<file path="src/rtl/memory_arbiter.sv">
// Memory arbiter: muxes one instruction port and one data port onto a single RAM responder.
// Priority is data write > data read > instruction read. Every transaction runs
// IDLE -> REQ -> DONE, with a timeout and a sticky error flag.

package cpu_types_pkg;
  typedef enum logic [1:0] {FREE, BUSY, ACCESS, ERROR} ramstate_t;
endpackage

module memory_arbiter
  import cpu_types_pkg::*;
#(
  parameter logic [31:0] BAD     = 32'hBAD1BAD1,
  parameter int unsigned TIMEOUT = 15
) (
  input  logic        CLK,
  input  logic        nRST,
  input  logic        iREN,
  input  logic [31:0] iaddr,
  output logic        iwait,
  output logic [31:0] iload,
  input  logic        dREN,
  input  logic        dWEN,
  input  logic [31:0] daddr,
  input  logic [31:0] dstore,
  output logic        dwait,
  output logic [31:0] dload,
  output logic        ramREN,
  output logic        ramWEN,
  output logic [31:0] ramaddr,
  output logic [31:0] ramstore,
  input  logic [31:0] ramload,
  input  ramstate_t   ramstate,
  output logic        memerr
);

  typedef enum logic [1:0] {IDLE, REQ, DONE} state_t;
  typedef enum logic [1:0] {NONE, INSTR, DREAD, DWRITE} owner_t;

  // Last REQ-cycle count value before the transaction is abandoned.
  localparam logic [7:0] TmoLast = 8'(TIMEOUT - 1);

  state_t      r_state, w_state_d;
  owner_t      r_owner, w_owner_d;
  logic        r_ramren, w_ramren_d;
  logic        r_ramwen, w_ramwen_d;
  logic [31:0] r_ramaddr, w_ramaddr_d;
  logic [31:0] r_ramstore, w_ramstore_d;
  logic [31:0] r_iload, w_iload_d;
  logic [31:0] r_dload, w_dload_d;
  logic        r_memerr, w_memerr_d;
  logic [7:0]  r_cnt, w_cnt_d;

  logic        w_done_instr;
  logic        w_done_data;

  // State and datapath registers; everything clears immediately on reset.
  always_ff @(posedge CLK or negedge nRST) begin
    if (!nRST) begin
      r_state    <= IDLE;
      r_owner    <= NONE;
      r_ramren   <= 1'b0;
      r_ramwen   <= 1'b0;
      r_ramaddr  <= '0;
      r_ramstore <= '0;
      r_iload    <= '0;
      r_dload    <= '0;
      r_memerr   <= 1'b0;
      r_cnt      <= '0;
    end else begin
      r_state    <= w_state_d;
      r_owner    <= w_owner_d;
      r_ramren   <= w_ramren_d;
      r_ramwen   <= w_ramwen_d;
      r_ramaddr  <= w_ramaddr_d;
      r_ramstore <= w_ramstore_d;
      r_iload    <= w_iload_d;
      r_dload    <= w_dload_d;
      r_memerr   <= w_memerr_d;
      r_cnt      <= w_cnt_d;
    end
  end

  // Next-state logic: arbitration in IDLE, completion/abort in REQ, one-cycle DONE.
  always_comb begin
    w_state_d    = r_state;
    w_owner_d    = r_owner;
    w_ramren_d   = r_ramren;
    w_ramwen_d   = r_ramwen;
    w_ramaddr_d  = r_ramaddr;
    w_ramstore_d = r_ramstore;
    w_iload_d    = r_iload;
    w_dload_d    = r_dload;
    w_memerr_d   = r_memerr;
    w_cnt_d      = r_cnt;
    case (r_state)
      IDLE: begin
        // A simultaneous dREN is ignored when dWEN is set.
        if (dWEN) begin
          w_owner_d    = DWRITE;
          w_ramaddr_d  = daddr;
          w_ramstore_d = dstore;
          w_ramren_d   = 1'b0;
          w_ramwen_d   = 1'b1;
        end else if (dREN) begin
          w_owner_d    = DREAD;
          w_ramaddr_d  = daddr;
          w_ramstore_d = '0;
          w_ramren_d   = 1'b1;
          w_ramwen_d   = 1'b0;
        end else if (iREN) begin
          w_owner_d    = INSTR;
          w_ramaddr_d  = iaddr;
          w_ramstore_d = '0;
          w_ramren_d   = 1'b1;
          w_ramwen_d   = 1'b0;
        end
        if (dWEN || dREN || iREN) begin
          w_cnt_d   = '0;
          w_state_d = REQ;
        end
      end
      REQ: begin
        // RAM outputs stay frozen here; the responder restarts latency on any change.
        if (ramstate == ACCESS) begin
          if (r_owner == INSTR) begin
            w_iload_d = ramload;
          end else if (r_owner == DREAD) begin
            w_dload_d = ramload;
          end
          w_ramren_d = 1'b0;
          w_ramwen_d = 1'b0;
          w_state_d  = DONE;
        end else if (ramstate == ERROR || ramstate == FREE || r_cnt == TmoLast) begin
          if (r_owner == INSTR) begin
            w_iload_d = BAD;
          end else if (r_owner == DREAD) begin
            w_dload_d = BAD;
          end
          w_memerr_d = 1'b1;
          w_ramren_d = 1'b0;
          w_ramwen_d = 1'b0;
          w_state_d  = DONE;
        end else begin
          w_cnt_d = r_cnt + 8'd1;
        end
      end
      DONE: begin
        w_state_d = IDLE;
        w_owner_d = NONE;
      end
      default: begin
        w_state_d = IDLE;
        w_owner_d = NONE;
      end
    endcase
  end

  assign w_done_instr = (r_state == DONE) && (r_owner == INSTR);
  assign w_done_data  = (r_state == DONE) && ((r_owner == DREAD) || (r_owner == DWRITE));

  assign iwait    = iREN & ~w_done_instr;
  assign dwait    = (dREN | dWEN) & ~w_done_data;
  assign iload    = r_iload;
  assign dload    = r_dload;
  assign ramREN   = r_ramren;
  assign ramWEN   = r_ramwen;
  assign ramaddr  = r_ramaddr;
  assign ramstore = r_ramstore;
  assign memerr   = r_memerr;

endmodule
</file>
<file path="config.mk">
export PLATFORM = sky130hd
export DESIGN_NAME = memory_arbiter
export DESIGN_NICKNAME = d
export VERILOG_FILES = /design/src/rtl/memory_arbiter.sv
export SDC_FILE = /design/constraint.sdc
export NUM_CORES = 1
export LEC_CHECK = 0
export BUFFER_PORTS_ARGS = -buffer_cell sky130_fd_sc_hd__clkbuf_2
export CORE_MARGIN = 4
export CORE_UTILIZATION = 43
export DETAILED_ROUTE_END_ITERATION = 10
export HOLD_SLACK_MARGIN = 0.06
export MAX_ROUTING_LAYER = met4
export PLACE_DENSITY = 0.88
export SKIP_LAST_GASP = 1
export SYNTH_ARGS = -nofsm -noshare
export SYNTH_HDL_FRONTEND = slang
export SYNTH_SLANG_ARGS = --single-unit
</file>
<file path="constraint.sdc">
create_clock -name CLK -period 2 [get_ports CLK]
set_clock_uncertainty 0.2 [all_clocks]
set_input_delay 0.3 -clock CLK [delete_from_list [all_inputs] [get_ports CLK]]
set_output_delay 0.3 -clock CLK [all_outputs]
set_load 0.05 [all_outputs]
</file>
==> impl_metrics.toml <==
[synthesis]
synth_nets = 674
synthArstFlopShare_pct = 100
ys.flop_type = "dfrtp_1"
yosysWarnings = 0
ys_seq_elements = 143
syn_area_per_cell_um2 = 11.4
synth_edf_count = 0
ys_types = 45
syn_area_um2 = 6130
syn_inst = 536
yosysSeqAreaShare_pct = 58.4

[pwr]
powerDensity_nw_per_um2 = 1790
max-vdd-ir-drop_mv = 1.10
p_total_w = 0.0175
p_leak_nw = 4.75

[global_route]
grt_pass1_wl_um = 34400
grt_usage_pct = 28.0
grt_max_degree = 91
overflow = 0
antenna_found_initial = 1
grt_pass1_vias = 6480

[min_path]
min_path_type = "in2reg"

[drt]
wl_per_cell_um = 19.3
vias = 6200
drt_pre_antenna_iters = 5
drtAntennaViolNets = 0
drt_iter0_drc = 403
drcViolationCount = 0
viasPerCell = 5.45
routed_wirelength_um = 22000

[sta]
finalHoldViolations = 0
post-route-min-period_ns = 1.98
fmax_ghz = 0.506
tns_ns = 0
fin_hold_ws_ns = 0.168
relSlewSlack_pct = 71.5
rsz0062_at_grt = "true"
final-max-slew-violation-count = 0
setup_violations = 0
worst_slew_pin_slew_ns = 0.427
finalCritPeriodShare_pct = 98.8

[die]
io_pins = 268
start_util_pct = 44.0
core_um2 = 13900
dieArea_um2 = 16200
die_w_um = 127
std_cell_rows = 43
die_height_um = 127

[critical_path]
crit_type = "in2reg"
start_kind = "primary input"
cp.arrival_ns = 2.09
cp_max_fo = 90
critical_path.endpoint_type = "flip-flop"
crit_chain = "dlygate4sd3_1, clkbuf_2, nor3_2, or3_4, buf_12, nand2_1, o21ai_1"
path_buf_inv = 3
cp_slowest_cell = "dlygate4sd3_1"
slowest_delay_ns = 0.55
path_delay_family = "buffers and inverters"
required_ns = 2.11

[layout]
syn_to_final_growth_pct = 59.8
final_layout_size_suffix_gt1_share_pct = 38.5
final_cell_area_um2 = 9800
fin_nets = 1082
nFillCells = 869
finalNonFillerCells = 1138

[cts]
worstSkewPairLatency_ns = 0.40
cts_made_buffers = 17
cts.path.max_buffers = 2
clock-sinks = 143
path_clk_slew_ns = 0.06
htreeDepth = 4
cts_tree = "done"
root_buffer = "clkbuf_16"

[placement]
portBuffers = 267
placed_area_um2 = 7830
dp_hpwl_um = 12300
dpl.cell_count = 971
gp_congestion = 0.845

[run_status]
status = "finished, final reports clean"

[run]
cap_violations = 0
[report_power, final]
group / switching (W) / internal, W / total, W
Sequential: 0.000926 / 0.00415 / 0.00508
Combinational: 0.00668 / 0.00251 / 0.00919
Clock: 0.00119 / 0.00205 / 0.00324
[timing repair]
action,4_1_cts,5_1_grt
buffers inserted,2,2
gates resized for setup,5,4
pin swaps,1,1
gates cloned,0,0
hold buffers,130,0
setup endpoints to repair,2,42
hold endpoints to repair,272,0
[registers in the layout, summed over array words and instances, names as in the netlist]
register	flops
ramaddr	32
r_state	2
memerr	1
ramstore	32
dload	32
ramREN	1
iload	32
r_cnt	8
ramWEN	1
r_owner	2
[cell families (layout without fill, tap and decap cells)]
kind of cell	count (synthesis)	in the layout	share of synthesized area [%]
and+or+nand+nor	144	144	10.6
adders and majority gates	3	3	0.612
DFF	143	143	58.4
AOI/OAI and AO/OA	161	161	20.8
muxes	33	33	5.41
other	0	2	0
buffers and inverters	52	472	4.20
[final cells by class]
type	instances	area, µm²	share of cell area [%]
Inverter	10	37.5	0.383
Clock buffer	21	470	4.80
Clock inverter	10	135	1.38
Tap cell	180	225	2.30
Sequential cell	143	3580	36.5
Timing Repair Buffer	431	3020	30.8
Multi-Input combinational cell	341	2330	23.7
Antenna cell	2	5.00	0.0511
[placed cells by master, fill, tap and decap left out, types with 2 or more instances in the layout]
| cell | synthesis | layout |
|---|---|---|
| a21oi_1 | 7 | 6 |
| a2bb2oi_1 | 17 | 17 |
| a2bb2oi_2 | 20 | 20 |
| a31o_1 | 2 | 2 |
| a31oi_1 | 4 | 3 |
| a32o_1 | 28 | 28 |
| a41oi_1 | 2 | 2 |
| buf_12 | 0 | 8 |
| buf_4 | 0 | 25 |
| buf_6 | 2 | 3 |
| bufinv_16 | 0 | 3 |
| clkbuf_16 | 0 | 17 |
| clkbuf_2 | 0 | 264 |
| clkbuf_8 | 0 | 3 |
| clkinv_2 | 0 | 4 |
| dfrtp_1 | 143 | 142 |
| diode_2 | 0 | 2 |
| dlygate4sd3_1 | 0 | 130 |
| ha_1 | 3 | 3 |
| inv_1 | 10 | 10 |
| mux2i_1 | 32 | 32 |
| nand2_1 | 99 | 99 |
| nand3_1 | 5 | 5 |
| nand4_1 | 2 | 2 |
| nor2_1 | 21 | 20 |
| nor2b_4 | 2 | 3 |
| nor3_4 | 2 | 2 |
| o21a_1 | 2 | 2 |
| o21ai_1 | 69 | 69 |
| o2bb2ai_1 | 2 | 2 |
| or3_4 | 1 | 2 |
[cells in the mapped netlist (3+ instances only)]
| master | instances | area (µm²) |
|---|---|---|
| ha_1 | 3 | 37.5 |
| buf_2 | 20 | 100 |
| dfrtp_1 | 143 | 3580 |
| nor2_1 | 21 | 78.8 |
| a2bb2oi_1 | 17 | 149 |
| o21ai_1 | 69 | 345 |
| clkbuf_1 | 18 | 67.6 |
| nand3_1 | 5 | 25.0 |
| a21oi_1 | 7 | 35.0 |
| a2bb2oi_2 | 20 | 300 |
| nand2_1 | 99 | 372 |
| mux2i_1 | 32 | 320 |
| a32o_1 | 28 | 280 |
| inv_1 | 10 | 37.5 |
| a31oi_1 | 4 | 25.0 |
[metal layers]
metal	track usage, %	share of wire, %
met5	-	0
met4	13.2	3.9
met3	6.73	8.8
met2	46.6	50
met1	31.7	37
[worst min-delay path, stage by stage]
cell       delay [ns]
clkbuf_2         0.14
nor3_2           0.08
a2bb2oi_1        0.13
o2bb2ai_1        0.08
[path summary, 6_finish.rpt]
path | start | endpoint | slack [ns] | depth (start not counted)
max | iREN | ramstore[27] | 0.02 | 7
min | dREN | ramWEN | 0.17 | 4
max reg2reg | r_cnt[4] | dload[31] | 0.06 | 5
min reg2reg | r_cnt[7] | r_cnt[7] | 0.27 | 1
max in group asynchronous | nRST | ramstore[17] | 0.74 | 3
min in group asynchronous | nRST | dload[26] | 0.19 | 2
[metrics by stage]
step	setup slack, ns	util, %
2_1_floorplan	0.0308	-
3_3_place_gp	0.105	56.2
3_5_place_dp	0.0382	56.2
4_1_cts	-0.00281	70.1
5_1_grt	-0.0432	70.3
6_report	0.0239	70.3
Note: power is estimated with default switching activity, not from simulation.
